[config.mk]
export PLATFORM = sky130hd
export DESIGN_NAME = lsu_mem_ctrl
export DESIGN_NICKNAME = d
export VERILOG_FILES = /design/src/rtl/tb_pkg.sv /design/src/rtl/lsu_lane_align.sv /design/src/rtl/lsu_mem_ctrl.sv
export SDC_FILE = /design/constraint.sdc
export NUM_CORES = 1
export LEC_CHECK = 0
export BUFFER_PORTS_ARGS = -buffer_cell sky130_fd_sc_hd__buf_2
export CAP_MARGIN = 25
export CORE_UTILIZATION = 45
export DETAILED_ROUTE_END_ITERATION = 8
export PLACE_DENSITY = 0.84
export SETUP_SLACK_MARGIN = 0.5
export SLEW_MARGIN = 10
export SYNTH_ARGS = -nofsm -noshare
export SYNTH_HDL_FRONTEND = slang
export SYNTH_SLANG_ARGS = --single-unit
[constraint.sdc]
create_clock -name clk_i -period 3.9 [get_ports clk_i]
set_input_delay 0.585 -clock clk_i [delete_from_list [all_inputs] [get_ports clk_i]]
set_output_delay 0.585 -clock clk_i [all_outputs]
set_load 0.05 [all_outputs]
[src/rtl/tb_pkg.sv]
// Shared types and helpers for the load/store unit: access sizes, controller
// states and the alignment rule.
package tb_pkg;

    localparam int DATA_ADDR_WIDTH = 32;
    localparam int DATA_WORD_WIDTH = 32;

    typedef enum logic [1:0] {
        MEM_BYTE = 2'b00,
        MEM_HALF = 2'b01,
        MEM_WORD = 2'b10
    } mem_size_e;

    typedef enum logic [2:0] {
        IDLE,
        LD_REQ,
        LD_DATA,
        ST_WR,
        RMW_RD,
        RMW_WR,
        ERR
    } lsu_state_e;

    // Size 2'b11 is reserved and never legal.
    function automatic logic is_legal(input logic [1:0] size, input logic [1:0] lane);
        case (size)
            MEM_BYTE: return 1'b1;
            MEM_HALF: return ~lane[0];
            MEM_WORD: return (lane == 2'b00);
            default:  return 1'b0;
        endcase
    endfunction

endpackage

[src/rtl/lsu_lane_align.sv]
// Lane steering for a 32-bit word memory: load extraction with sign/zero
// extension, and sub-word merge for read-modify-write stores.
module lsu_lane_align
    import tb_pkg::*;
(
    input  logic [1:0]  i_size,
    input  logic        i_unsigned,
    input  logic [1:0]  i_lane,
    input  logic [31:0] i_mem_rdata,
    input  logic [31:0] i_wdata,
    output logic [31:0] o_load_data,
    output logic [31:0] o_merge_data
);

    logic [7:0]  w_byte;
    logic [15:0] w_half;
    logic        w_sign;

    assign w_byte = i_mem_rdata[{i_lane, 3'b000} +: 8];
    assign w_half = i_mem_rdata[{i_lane[1], 4'b0000} +: 16];

    // NOTE: every output of a combinational block gets a default before the
    // case, so no path leaves it unassigned and no latch is inferred.
    always_comb begin
        o_load_data  = i_mem_rdata;
        o_merge_data = i_wdata;
        w_sign       = 1'b0;
        case (i_size)
            MEM_BYTE: begin
                w_sign       = ~i_unsigned & w_byte[7];
                o_load_data  = {{24{w_sign}}, w_byte};
                o_merge_data = i_mem_rdata;
                o_merge_data[{i_lane, 3'b000} +: 8] = i_wdata[7:0];
            end
            MEM_HALF: begin
                w_sign       = ~i_unsigned & w_half[15];
                o_load_data  = {{16{w_sign}}, w_half};
                o_merge_data = i_mem_rdata;
                o_merge_data[{i_lane[1], 4'b0000} +: 16] = i_wdata[15:0];
            end
            default: ;
        endcase
    end

endmodule

[src/rtl/lsu_mem_ctrl.sv]
// Load/store controller: one outstanding access, sub-word stores done as
// read-modify-write, misaligned or reserved-size requests answered with err_o.
module lsu_mem_ctrl
    import tb_pkg::*;
#(
    parameter int ADDR_WIDTH = DATA_ADDR_WIDTH,
    parameter int DATA_WIDTH = DATA_WORD_WIDTH
) (
    input  logic                  clk_i,
    input  logic                  rst_ni,
    input  logic                  req_i,
    output logic                  ready_o,
    input  logic                  we_i,
    input  logic [1:0]            size_i,
    input  logic                  unsigned_i,
    input  logic [ADDR_WIDTH-1:0] addr_i,
    input  logic [DATA_WIDTH-1:0] wdata_i,
    output logic                  rvalid_o,
    output logic                  err_o,
    output logic [DATA_WIDTH-1:0] rdata_o,
    output logic                  mem_en_o,
    output logic                  mem_we_o,
    output logic [ADDR_WIDTH-1:0] mem_addr_o,
    output logic [DATA_WIDTH-1:0] mem_wdata_o,
    input  logic [DATA_WIDTH-1:0] mem_rdata_i
);

    lsu_state_e            r_state;
    logic [1:0]            r_size;
    logic                  r_unsigned;
    logic [ADDR_WIDTH-1:0] r_addr;
    logic [DATA_WIDTH-1:0] r_wdata;
    logic                  r_rvalid;
    logic                  r_err;
    logic [DATA_WIDTH-1:0] r_rdata;

    logic [DATA_WIDTH-1:0] w_load_data;
    logic [DATA_WIDTH-1:0] w_merge_data;
    logic [ADDR_WIDTH-1:0] w_word_addr;

    lsu_lane_align u_lane_align (
        .i_size       (r_size),
        .i_unsigned   (r_unsigned),
        .i_lane       (r_addr[1:0]),
        .i_mem_rdata  (mem_rdata_i),
        .i_wdata      (r_wdata),
        .o_load_data  (w_load_data),
        .o_merge_data (w_merge_data)
    );

    assign w_word_addr = {r_addr[ADDR_WIDTH-1:2], 2'b00};
    assign ready_o     = (r_state == IDLE);
    assign rvalid_o    = r_rvalid;
    assign err_o       = r_err;
    assign rdata_o     = r_rdata;

    // NOTE: sequential state uses non-blocking assignments so every register
    // samples pre-edge values, independent of statement order.
    always_ff @(posedge clk_i or negedge rst_ni) begin
        if (!rst_ni) begin
            r_state    <= IDLE;
            r_size     <= 2'b00;
            r_unsigned <= 1'b0;
            r_addr     <= '0;
            r_wdata    <= '0;
            r_rvalid   <= 1'b0;
            r_err      <= 1'b0;
            r_rdata    <= '0;
        end else begin
            r_rvalid <= 1'b0;
            r_err    <= 1'b0;
            r_rdata  <= '0;
            case (r_state)
                IDLE: begin
                    if (req_i) begin
                        r_size     <= size_i;
                        r_unsigned <= unsigned_i;
                        r_addr     <= addr_i;
                        r_wdata    <= wdata_i;
                        if (!is_legal(size_i, addr_i[1:0])) r_state <= ERR;
                        else if (!we_i)                     r_state <= LD_REQ;
                        else if (size_i == MEM_WORD)        r_state <= ST_WR;
                        else                                r_state <= RMW_RD;
                    end
                end
                LD_REQ:  r_state <= LD_DATA;
                LD_DATA: begin
                    r_rvalid <= 1'b1;
                    r_rdata  <= w_load_data;
                    r_state  <= IDLE;
                end
                ST_WR, RMW_WR: begin
                    r_rvalid <= 1'b1;
                    r_state  <= IDLE;
                end
                RMW_RD:  r_state <= RMW_WR;
                ERR: begin
                    r_rvalid <= 1'b1;
                    r_err    <= 1'b1;
                    r_state  <= IDLE;
                end
                default: r_state <= IDLE;
            endcase
        end
    end

    // Decoded from state so an asserted reset drops the strobe before the edge.
    always_comb begin
        mem_en_o    = 1'b0;
        mem_we_o    = 1'b0;
        mem_addr_o  = '0;
        mem_wdata_o = '0;
        case (r_state)
            LD_REQ, RMW_RD: begin
                mem_en_o   = 1'b1;
                mem_addr_o = w_word_addr;
            end
            ST_WR: begin
                mem_en_o    = 1'b1;
                mem_we_o    = 1'b1;
                mem_addr_o  = w_word_addr;
                mem_wdata_o = r_wdata;
            end
            RMW_WR: begin
                mem_en_o    = 1'b1;
                mem_we_o    = 1'b1;
                mem_addr_o  = w_word_addr;
                mem_wdata_o = w_merge_data;
            end
            default: ;
        endcase
    end

endmodule
# ---- Word-level counts from Yosys, hierarchy flattened
# Index checks and enable logic that the tools add are counted.
dict set report totals {
  in_bits 103
  wordCells 57
  ff_bits 104
}
dict set report op_classes {
  reduce_logical 8
  muxes 19
  bitwise_logic 4
  n_shift 6
  n_eq_ne 10
  addsub 2
}
# op count
set op_table {}
lappend op_table {{32-bit case mux with 2 select lines} 3}
lappend op_table {{32-bit bitwise mux} 2}
lappend op_table {{32-bit two-way mux} 2}
lappend op_table {{16-bit by 7-bit variable shift with 32-bit output (first input constant)} 1}
lappend op_table {{8-bit by 7-bit variable shift with 32-bit output (first input constant)} 1}
lappend op_table {{16-bit by 7-bit indexed part select with 32-bit output} 1}
lappend op_table {{32-bit by 6-bit indexed part select with 16-bit output} 1}
lappend op_table {{32-bit by 6-bit indexed part select with 8-bit output} 1}
lappend op_table {{8-bit by 7-bit indexed part select with 32-bit output} 1}
lappend op_table {{5-bit negation with 7-bit output} 2}
lappend op_table {{3-bit two-way mux} 4}
lappend op_table {{3-bit equality test (second input constant)} 3}
lappend op_table {{3-bit case mux with 3 select lines} 1}
lappend op_table {{4-bit OR reduction} 2}
lappend op_table {{3-bit by 2-bit equality test with 1-bit output (second input constant)} 2}
lappend op_table {{2-bit zero test} 3}
lappend op_table {{1-bit two-way mux} 6}
lappend op_table {{2-bit by 1-bit equality test with 1-bit output (second input constant)} 2}
lappend op_table {{3-bit by 1-bit equality test with 1-bit output (second input constant)} 1}
lappend op_table {{3-bit zero test} 1}
lappend op_table {{1-bit case mux with 3 select lines} 1}
lappend op_table {{1-bit AND} 2}
lappend op_table {{2-bit equality test (second input constant)} 1}
lappend op_table {{2-bit != test (second input constant)} 1}
lappend op_table {{3 further kinds} 4}

# ---- Depth between registers and ports, before layout
# Gate-level depths: netlist of run 1.
dict set report depth {
  word_depth 7
  ltp_mapped 8
}

# ---- Cells and area by module
# A second synthesis of run 1 with hierarchy kept.
dict set report hier_totals {
  cells_unflattened 546
  hier_area_um2 6059.6
}
# mod area_per_inst_um2 seq_area_each_um2 cells_per_inst n_inst
set modules_own_cells {}
lappend modules_own_cells {lsu_mem_ctrl 4335.4 2602.5 313 1}
lappend modules_own_cells {lsu_lane_align 1724.2 0.0 233 1}

# ---- Worst setup path before layout of run 1
# Ideal clock, no wire load.
dict set report synth_path {
  path_type {register to output}
  from {register r_addr[0]}
  to {output port mem_wdata_o[0]}
  path_stages_with_launch 8
  path_slack_ns 0.811
  n_path_buf 1
  arrival_time_ns 2.504
  required_ns 3.315
  path_cell_list {dfrtp_1 > buf_4 > inv_1 > ha_1 > nor2_1 > a21oi_2 > a221o_1 > a2bb2oi_1}
}
dict set report synth_between {
  elab_chain_len 5
}
# item line
set synth_lines {}
lappend synth_lines {{start: declaration} lsu_mem_ctrl.sv:31} ;# logic [ADDR_WIDTH-1:0] r_addr;
lappend synth_lines {{start signal: assignment} lsu_mem_ctrl.sv:78} ;# r_addr <= addr_i;
lappend synth_lines {{5-bit negation with 7-bit output *} lsu_lane_align.sv:33} ;# o_merge_data[{i_lane, 3'b000} +: 8] = i_wdata[7:0];
lappend synth_lines {{8-bit by 7-bit indexed part select with 32-bit output or 8-bit by 7-bit variable shift with 32-bit output (tied branches)} lsu_lane_align.sv:33}
lappend synth_lines {{32-bit bitwise mux *} lsu_lane_align.sv:33}
lappend synth_lines {{32-bit case mux with 2 select lines *} lsu_lane_align.sv:28} ;# case (i_size)
lappend synth_lines {{32-bit case mux with 2 select lines *} lsu_mem_ctrl.sv:113} ;# case (r_state)
lappend synth_lines {{end: declaration} lsu_mem_ctrl.sv:24} ;# output logic [DATA_WIDTH-1:0] mem_wdata_o,
# Mark *: on every way between the ends. The rest lies on a longest branch, timed or not.

# ---- Worst setup path after layout of run 1
dict set report layout_path {
  from {register r_addr[1]}
  to {output port mem_wdata_o[14]}
}
dict set report layout_between {
  elab_chain_len 5
}
# item line
set layout_lines {}
lappend layout_lines {{5-bit negation with 7-bit output (on tied branches)} {lsu_lane_align.sv:39, lsu_lane_align.sv:33}}
lappend layout_lines {{16-bit by 7-bit indexed part select with 32-bit output (tied with other cells)} lsu_lane_align.sv:39} ;# o_merge_data[{i_lane[1], 4'b0000} +: 16] = i_wdata[15:0];
lappend layout_lines {{32-bit bitwise mux (on tied branches)} {lsu_lane_align.sv:39, lsu_lane_align.sv:33}}
lappend layout_lines {{32-bit case mux with 2 select lines *} lsu_lane_align.sv:28}
lappend layout_lines {{32-bit case mux with 2 select lines *} lsu_mem_ctrl.sv:113}
# Marks and branches as above.

==> results.json, run 1 <==
{
  "max_freq_mhz": 310.3,
  "rsz0062_at_grt": "false",
  "drive_above_1_share_pct": 43.62,
  "seqPwrFrac_pct": 29.3,
  "fin_crit_sh_pct": 82.63,
  "routedWlPerCell_um": 19.43,
  "min_path_type": "input port to async pin",
  "skew_ps": 14.24,
  "timing.slew.headroom_pct": 42.03,
  "critPathMaxFanout": 25,
  "syn_to_final_growth_pct": 23.13,
  "arrival_ps": 2640,
  "pwr-share-clk_pct": 13.8,
  "dieArea_mm2": 0.01375,
  "regArea_mm2": 0.002603,
  "vias": 5225,
  "swShare_pct": 49.98,
  "die_w_um": 117.3,
  "grt_max_degree": 82,
  "place_congestion": 0.9836,
  "setup_tns_ps": 0,
  "grt_use_total_pct": 26.32,
  "final_core_util_pct": 57.63,
  "met1_usage_pct": 34.76,
  "cts_tree": "yes",
  "cts_hold_buf": 0,
  "p_leak_nw": 3.701,
  "setup_viol": 0,
  "maxCapViolations": 0,
  "yosysSeqAreaShare_pct": 43.53,
  "synthArstFlopShare_pct": 100.0,
  "ys_seq_elements": 104,
  "tightest_slew_ps": 863.1,
  "use_met3_pct": 8.754,
  "status": "finished clean",
  "numCtsBuffers": 9,
  "hpwlAfterDp_mm": 12.88,
  "syn_area_per_cell_um2": 10.91,
  "power_frac_comb_pct": 57.0,
  "clock_latency_ps": 360,
  "criticalPathCategory": "register to output port",
  "hold_violations": 0,
  "power_mw": 6.719,
  "clk_pin_slew_worst_paths_ps": 70,
  "netlist_instances": 548,
  "fp.dieH_um": 117.3,
  "internal_power_mw": 3.361,
  "required_ps": 3310,
  "num_rows": 41,
  "num_antenna_cells": 0,
  "grt.busiest_layer": "met2",
  "cts_root_buffer": "clkbuf_16",
  "coreArea_mm2": 0.01277,
  "antenna_found_initial": 0,
  "cts_num_sinks": 104,
  "port-buffer-count": 201,
  "ys_warn_count": 0,
  "synth_edf_count": 0,
  "multiInputGateArea_mm2": 0.003063,
  "synth.distinct_cells": 56,
  "detail-route-antenna-nets": 0,
  "vias_per_cell": 5.799,
  "start_kind": "register",
  "grt_pass1_wl_mm": 26.91,
  "finalMaxSlewViolations": 0,
  "ys.flop_type": "dfrtp_1",
  "p_per_area_mw_per_mm2": 912.8,
  "syn_area_mm2": 0.005978,
  "fin_nets": 832,
  "remaining_drc_errors": 0,
  "initial_core_util_pct": 46.80,
  "clk_path_buf_depth": 2,
  "end_kind": "output port",
  "nFillCells": 1082,
  "drt_pre_antenna_iters": 6,
  "period_needed_ps": 3223,
  "grt_pass1_vias": 5024,
  "drt-total-wl_mm": 17.51,
  "grtUsageMet2_pct": 40.90,
  "htreeDepth": 3,
  "pin_count": 204,
  "ir_worst_vdd_uv": 676.9,
  "netSwitchingPower_mw": 3.358,
  "drt_iter0_markers": 392,
  "grt_overflow": 0
}
cells in the mapped netlist (3+ instances only):
cell type	count	share of area [%]
and3b_1	3	0.44
mux4_2	8	3.0
buf_2	15	1.3
a21oi_1	29	2.4
a31oi_1	3	0.31
a221o_1	5	0.84
ha_1	5	1.0
nand2_1	26	1.6
nor3_1	10	0.84
o21ai_0	31	2.6
o21a_1	3	0.38
and2_1	31	3.2
a2bb2oi_1	27	4.0
mux2i_1	22	3.7
clkbuf_1	17	1.1
nor2_1	14	0.88
buf_4	10	1.3
a22oi_1	21	2.6
buf_6	6	1.1
o22ai_1	8	0.84
nor2b_1	18	1.9
mux2_2	64	12
dfrtp_1	104	44
inv_1	9	0.57
a21o_1	18	2.3
flip-flops by register name, indices dropped and copies added, names as in the netlist:
register	flops
rdata_o	32
r_size	2
r_state	3
r_addr	32
r_unsigned	1
rvalid_o	1
r_wdata	32
err_o	1
stage by stage:
step | hold WS [ps] | setup slack, ps | instances | instance area [µm²]
floorplan | 289.4 | 811.1 | 549 | 5982
global placement | 480.5 | 1128 | 883 | 7015
detailed placement | 487.2 | 1096 | 883 | 7015
CTS | 435.0 | 697.6 | 899 | 7323
global route | 154.3 | 502.0 | 901 | 7361
finish | 138.9 | 677.4 | 901 | 7361
final cells by class:
cell class / instances / area share [%]
Multi-Input combinational cell: 386 / 41.61
Sequential cell: 104 / 35.36
Timing Repair Buffer: 214 / 15.47
Clock buffer: 10 / 3.111
Tap cell: 172 / 2.924
Clock inverter: 6 / 1.071
Inverter: 9 / 0.4589
cells in the final DEF (no fill, tap or decap), types with 2 or more instances in the layout:
cell type	synthesis	final
inv_1	9	8
clkinvlp_4	0	2
mux2_2	64	64
a22oi_1	21	21
nor2_1	14	14
ha_1	5	4
a21oi_2	2	2
clkbuf_16	0	9
and3b_1	3	3
mux2i_1	22	21
nor4bb_1	2	2
nor2b_1	18	18
buf_2	15	200
conb_1	1	2
o21ai_0	31	31
and2_1	31	30
a2bb2oi_1	27	27
o21bai_1	2	2
a221o_1	5	5
a211o_1	2	2
nand2_1	26	26
a211oi_1	2	2
o21a_1	3	3
o2111ai_1	2	2
o22ai_1	8	8
a31oi_1	3	3
mux4_2	8	8
and3_1	2	2
nor3_1	10	10
o31ai_1	2	2
a21oi_1	29	29
buf_4	10	12
or3_1	2	2
a21o_1	18	18
or2_2	2	2
mux2i_2	1	2
dfrtp_1	104	104
metal layers:
metal	wire length (µm)	part of all wire [%]
met1	7060	40
met2	8080	46
met3	1996	11
met4	372	2.1
met5	0	0
worst max-delay path: stages, from the launching register on:
cell and delay, ps:
dfrtp_1 360, buf_4 260, buf_4 360, and3b_1 560, a22oi_1 200, o21ai_0 220
buf_2 300
final timing paths:
check | startpoint | to | slack (ps) | cells past startpoint
setup reg to reg | r_state[1] | r_wdata[27] | 1600 | 4
hold reg to reg | r_addr[3] | r_addr[3] | 500 | 1
min in group clk_i | addr_i[22] | r_addr[22] | 450 | 2
setup / recovery | r_addr[1] | mem_wdata_o[14] | 680 | 6
max in group asynchronous | rst_ni | rdata_o[16] | 2790 | 3
hold / removal | rst_ni | r_wdata[18] | 140 | 1
power groups by stage:
| stage | Sequential, mW | Combinational [mW] | Clock, mW |
|---|---|---|---|
| after floorplan | 1.99 | 2.93 | 0 |
| after global placement | 1.94 | 3.76 | 0 |
| after detailed placement | 1.96 | 3.80 | 0 |
| after CTS | 1.94 | 3.81 | 0.949 |
| after global routing | 2.02 | 4.08 | 0.988 |
| final | 1.97 | 3.83 | 0.925 |
cells by family after synthesis:
| group | count (synthesis) | synth area share, % |
|---|---|---|
| flip-flops | 104 | 43.53 |
| buffers and inverters | 59 | 5.420 |
| AO/OA/AOI/OAI | 164 | 19.15 |
| adder cells (fa/ha/maj) | 5 | 1.046 |
| multiplexers | 96 | 19.23 |
| other | 1 | 0.06273 |
| AND/OR/NAND/NOR | 118 | 11.41 |
| XOR/XNOR | 1 | 0.1465 |
what timing repair did:
item | CTS | global route
setup buffers | 0 | 0
setup endpoints to repair | 0 | 7
resized for setup | 0 | 2
(Power assumes the default switching activity.)
==> run 2, diff against run 1 <==
--- a/config.mk
+++ b/config.mk
@@ -5,11 +5,12 @@
 export SDC_FILE = /design/constraint.sdc
 export NUM_CORES = 1
 export LEC_CHECK = 0
+export ABC_AREA = 1
 export BUFFER_PORTS_ARGS = -buffer_cell sky130_fd_sc_hd__buf_2
 export CAP_MARGIN = 25
 export CORE_UTILIZATION = 45
 export DETAILED_ROUTE_END_ITERATION = 8
-export PLACE_DENSITY = 0.84
+export PLACE_DENSITY = 0.83
 export SETUP_SLACK_MARGIN = 0.5
 export SLEW_MARGIN = 10
 export SYNTH_ARGS = -nofsm -noshare
==> constraint.sdc (replaced) <==
create_clock -name clk_i -period 3.05 [get_ports clk_i]
set_input_delay 0.4575 -clock clk_i [delete_from_list [all_inputs] [get_ports clk_i]]
set_output_delay 0.4575 -clock clk_i [all_outputs]
set_load 0.05 [all_outputs]
==> run 2 against run 1 <==
Critical path depth up 5; sequential power grew 13%; synthesized cell count up 80%; highest routed layer unchanged; design area up 15%; synthesized area up 10%; final cell count increased by 50%; wire length grew 23%.
==> results.json, run 2 <==
{
  "status": "finished clean",
  "r2r_start": "r_addr[1]",
  "drt_pre_antenna_iters": 5,
  "synth_edf_count": 0,
  "grt_overflow": 0,
  "hpwlAfterDp_mm": 15.42,
  "timing.slew.headroom_pct": 56.11,
  "port-buffer-count": 201,
  "ys_top_cells_by_area": "dfrtp_1, nand2_1, a21oi_1, nor2_1, inv_1",
  "numCtsBuffers": 9,
  "setup_tns_ps": 0,
  "drt-total-wl_mm": 21.59,
  "start_kind": "register",
  "die_w_um": 122.9,
  "htreeDepth": 3,
  "yosysMostFrequentCell": "nand2_1",
  "p_leak_nw": 4.660,
  "fin_crit_sh_pct": 82.56,
  "cp.buffers_inverters": 3,
  "synth.largest_area_cell": "dfrtp_1",
  "ys_top_cells_by_count": "nand2_1, a21oi_1, nor2_1",
  "antenna_found_initial": 1,
  "final_core_util_pct": 60.24,
  "grt_pass1_wl_mm": 33.00,
  "required_ps": 2590,
  "synth_top_area_share_pct": 39.56,
  "crit_top_cell": "nand2_1",
  "yosysSeqAreaShare_pct": 39.56,
  "synth_compound_area_share_pct": 17.63,
  "crit_family": "simple AND/OR/NAND/NOR gates",
  "hold_violations": 0,
  "ys_warn_count": 0,
  "dieArea_mm2": 0.01511,
  "worstRegToRegCells": 6,
  "synth.distinct_cells": 29,
  "syn_area_per_cell_um2": 6.652,
  "critPathMaxFanout": 15,
  "grt_use_total_pct": 28.72,
  "finalMaxSlewViolations": 0,
  "pin_count": 204,
  "ys_seq_elements": 104,
  "end_kind": "output port",
  "drive_above_1_share_pct": 25.90,
  "slowest_stage": "dfrtp_1",
  "p_per_area_mw_per_mm2": 1255,
  "setup_viol": 0,
  "cts_root_buffer": "clkbuf_16",
  "period_needed_ps": 2518,
  "fp.dieH_um": 122.9,
  "skew_ps": 11.23,
  "ir_worst_vdd_uv": 1131,
  "criticalPathCategory": "register to output port",
  "cts_num_sinks": 104,
  "cts_tree": "yes",
  "synth_fa_ha_area_share_pct": 0.9509,
  "clk_pin_slew_worst_paths_ps": 90,
  "remaining_drc_errors": 0,
  "clock_latency_ps": 370,
  "r2r-end": "rdata_o[8]",
  "syn_to_final_growth_pct": 29.08,
  "grt_max_degree": 58,
  "initial_core_util_pct": 46.67,
  "num_rows": 43,
  "synthMuxAreaShare_pct": 0,
  "detail-route-antenna-nets": 0,
  "clk_path_buf_depth": 2,
  "syn_area_mm2": 0.006579,
  "synthArstFlopShare_pct": 100.0,
  "place_congestion": 0.9653,
  "grt_pass1_vias": 6517,
  "ys.flop_type": "dfrtp_1",
  "maxCapViolations": 0,
  "vias_per_cell": 5.326,
  "slowest_delay_ps": 410,
  "synth_top_family_by_area": "simple AND/OR/NAND/NOR gates",
  "coreArea_mm2": 0.01410,
  "max_freq_mhz": 397.1,
  "routedWlPerCell_um": 15.98,
  "fin_nets": 1273,
  "synth-xor-area-share_pct": 0,
  "final_common_cell": "nand2_1",
  "arrival_ps": 2060,
  "ff2ff_setup_slack_ps": 820,
  "min_path_type": "input port to async pin",
  "netlist_instances": 989,
  "rsz0062_at_grt": "true",
  "layout_common_cells": "nand2_1, buf_2, a21oi_1",
  "cp_cell_sequence": "inv_4, buf_12, ha_4, nor2_2, nand3_1, nand2_1, nand2_1, nand2_1, nand2_1, nand2_1, buf_4",
  "vias": 7196,
  "drt_iter0_markers": 640,
  "tightest_slew_ps": 658.3,
  "synth_simple_gate_area_share_pct": 30.70
}
## run 2: worst max path at each step
stage	startpoint	end	slack, ps	cells after the start
floorplan	r_addr[1]	mem_wdata_o[5]	470	10
global placement	r_size[1]	mem_wdata_o[1]	590	8
detailed placement	r_addr[0]	mem_wdata_o[22]	570	11
CTS	r_addr[0]	mem_wdata_o[8]	480	11
global route	r_addr[1]	mem_wdata_o[22]	410	9
finish	r_addr[1]	mem_wdata_o[28]	530	11
## run 2: cell families after synthesis
family / count (synthesis)
adder cells (fa/ha/maj): 5
other: 1
buffers and inverters: 161
AND/OR/NAND/NOR: 500
AO/OA/AOI/OAI: 218
flip-flops: 104
## run 2: timing repair
action,in CTS,in global routing
setup buffers,1,6
pin swaps,1,4
endpoints found under the setup margin,32,36
hold buffers,0,0
gates cloned,0,4
resized for setup,60,46
## run 2: power breakdown
part           internal, mW  switching [mW]
clock network         0.586           0.606
registers              1.92           0.316
logic                  2.06            5.17
total                  4.56            6.10
## run 2: cell type report
type / instances / area [µm²]
Timing Repair Buffer: 229 / 1514
Antenna cell: 1 / 2.502
Tap cell: 180 / 225.2
Inverter: 96 / 380.4
Clock inverter: 7 / 83.83
Multi-Input combinational cell: 725 / 3456
Fill cell: 1340 / 5604
Sequential cell: 104 / 2605
Clock buffer: 9 / 225.2
## run 2: metal layers
| layer | vias to the layer above | GRT usage [%] | part of all wire, % |
|---|---|---|---|
| met1 | 3286 | 39.89 | 43 |
| li1 | 3498 | - | - |
| met3 | 45 | 6.596 | 9.9 |
| met4 | 0 | 9.451 | 2.4 |
| met2 | 367 | 44.10 | 45 |
| met5 | - | 0 | 0 |
## run 2: stage by stage
stage	hold slack, ps	instances	power [mW]	area [µm²]	worst slack [ps]
floorplan	161.9	990	7.289	6619	469.3
global placement	478.6	1323	8.597	7652	592.2
detailed placement	485.7	1323	8.681	7652	568.9
CTS	129.1	1340	10.15	8173	480.2
global route	148.9	1351	11.34	8492	409.9
finish	97.38	1351	10.66	8492	531.9
==> run 3, diff against run 2 <==
==> constraint.sdc (replaced) <==
create_clock -name clk_i -period 2.4 [get_ports clk_i]
set_input_delay 0.36 -clock clk_i [delete_from_list [all_inputs] [get_ports clk_i]]
set_output_delay 0.36 -clock clk_i [all_outputs]
set_load 0.05 [all_outputs]
==> run 3 against run 2 <==
Register-to-register slack got worse by 950 ps; critical path type unchanged; sequential share of layout area fell by 5.9 points; utilization rose by 14 points; the run now ends with setup timing left; die area did not move; highest routed layer unchanged; non-clock buffer count rose by 64; sequential power rose by 35%; largest power group unchanged.
==> results.json, run 3 (synthesis gave the netlist of run 2 again) <==
{
  "failed_checks": "setup timing",
  "initial_core_util_pct": 46.67,
  "power_mw": 18.52,
  "seqPwrFrac_pct": 16.2,
  "cts_root_buffer": "clkbuf_16",
  "drt-total-wl_mm": 32.26,
  "route.met3.wl_mm": 4.013,
  "remaining_drc_errors": 0,
  "min_path_type": "input port to register",
  "period_needed_ps": 2627,
  "drt-met1-wl_mm": 10.88,
  "clk_path_buf_depth": 2,
  "cts_tree": "yes",
  "rsz0062_at_grt": "true",
  "worstRegToRegCells": 10,
  "grt_overflow": 0,
  "port-buffer-count": 201,
  "critPathMaxFanout": 8,
  "power_frac_comb_pct": 75.1,
  "layout_common_cells": "nand2_1, buf_2, a21oi_1",
  "skew_ps": 25.93,
  "ir_worst_vdd_uv": 1648,
  "swShare_pct": 54.71,
  "holdPathStages": 3,
  "grt_pass1_vias": 7343,
  "numCtsBuffers": 9,
  "clk_pin_slew_worst_paths_ps": 80,
  "cp.depth": 11,
  "clock_latency_ps": 380,
  "fin_nets": 1342,
  "finalMaxSlewViolations": 0,
  "grt_use_total_pct": 33.19,
  "crit_family": "simple AND/OR/NAND/NOR gates",
  "cp_cell_sequence": "clkinvlp_4, ha_4, clkinv_8, nor2_4, nand2_1, nand2_1, nand2_2, nand3_2, nand2_2, nand2_4, buf_8",
  "dieArea_mm2": 0.01511,
  "final_common_cell": "nand2_1",
  "antenna_found_initial": 3,
  "end_kind": "output port",
  "criticalPathCategory": "register to output port",
  "hpwlAfterDp_mm": 15.90,
  "detail-route-antenna-nets": 0,
  "internal_power_mw": 8.388,
  "drive_above_1_share_pct": 39.31,
  "hold_violations": 0,
  "slowest_stage": "dfrtp_2",
  "status": "finished, violations left",
  "pin_count": 204,
  "drt_pre_antenna_iters": 8,
  "routedWlPerCell_um": 22.69,
  "slowest_delay_ps": 400,
  "fin_crit_sh_pct": 109.4,
  "tightest_slew_ps": 828.3,
  "arrival_ps": 2270,
  "start_kind": "register",
  "timing.slew.headroom_pct": 44.78,
  "num_rows": 43,
  "vias_per_cell": 6.098,
  "holdWs_ps": 220.0,
  "htreeDepth": 3,
  "maxCapViolations": 0,
  "required_ps": 2040,
  "coreArea_mm2": 0.01410,
  "netSwitchingPower_mw": 10.13,
  "grt_max_degree": 45,
  "drt_iter0_markers": 1354,
  "setup_viol": 45,
  "cts_num_sinks": 104,
  "syn_to_final_growth_pct": 59.91,
  "fp.dieH_um": 122.9,
  "p_leak_nw": 5.344,
  "maxUsedRoutingLayer": "met4",
  "max_freq_mhz": 380.7,
  "cp.buffers_inverters": 3,
  "die_w_um": 122.9,
  "place_congestion": 0.9430,
  "p_per_area_mw_per_mm2": 1761,
  "ff2ff_setup_slack_ps": -130,
  "post-route-worst-setup-slack_ps": -226.6,
  "dr_wl_met2_mm": 14.47,
  "vias": 8671,
  "grt_pass1_wl_mm": 37.76,
  "pwr-share-clk_pct": 8.8
}
==> run 3: area by class of cell <==
type                            instances  area [µm²]
Antenna cell                            3       7.507
Clock buffer                            9       225.2
Clock inverter                          7       87.58
Fill cell                             951        3576
Inverter                               96       399.1
Multi-Input combinational cell        730        4209
Sequential cell                       104        2609
Tap cell                              180       225.2
Timing Repair Buffer                  293        2758
==> run 3: worst register-to-register path, delay by kind of cell (launching register included) <==
kind | cells | cell delay (ps)
AOI/OAI and AO/OA | 1 | 710
DFF | 1 | 540
buffers and inverters | 6 | 660
and+or+nand+nor | 3 | 460
==> run 3: metal layers <==
metal	vias up	global-route usage, %
li1	3648	-
met1	4004	42.23
met2	770	54.39
met3	249	7.749
met4	0	13.26
met5	-	0
==> run 3: path summary, 6_finish.rpt <==
kind	startpoint	to
worst min register to register	r_wdata[25]	r_wdata[25]
max in group asynchronous	rst_ni	rdata_o[7]
worst min-delay path	wdata_i[26]	r_wdata[26]
min in group asynchronous	rst_ni	r_addr[20]
worst max-delay path	r_addr[0]	mem_wdata_o[20]
worst max register to register	r_state[1]	r_size[0]
==> run 3: per-stage QoR <==
| step | setup WS (ps) | TNS, ps | instance area, µm² | std cells | utilization [%] |
|---|---|---|---|---|---|
| final | -226.6 | -2780 | 10520 | 1422 | 74.63 |
| after global routing | -295.5 | -4556 | 10520 | 1421 | 74.61 |
| after CTS | 10.30 | 0 | 9714 | 1385 | 68.92 |
| after detailed placement | 103.0 | 0 | 8257 | 1332 | 58.57 |
| after global placement | 175.3 | 0 | 8257 | 1332 | 58.57 |
| after floorplan | 266.1 | 0 | 7164 | 990 | - |
==> run 3: power groups by stage <==
stage               logic, mW  clock network (mW)  registers [mW]
floorplan                6.96                   0            3.22
global placement         9.11                   0            2.81
detailed placement       9.21                   0            2.84
CTS                      11.5                1.56            2.84
global route             14.4                1.68            3.02
finish                   13.9                1.62            3.00
==> run 3: timing repair <==
action,4_1_cts,5_1_grt
hold endpoints to repair,28,0
gates resized for setup,212,105
buffers inserted,30,20
hold buffers,1,0
endpoints found under the setup margin,65,113
pin swaps,33,30
gates cloned,6,14
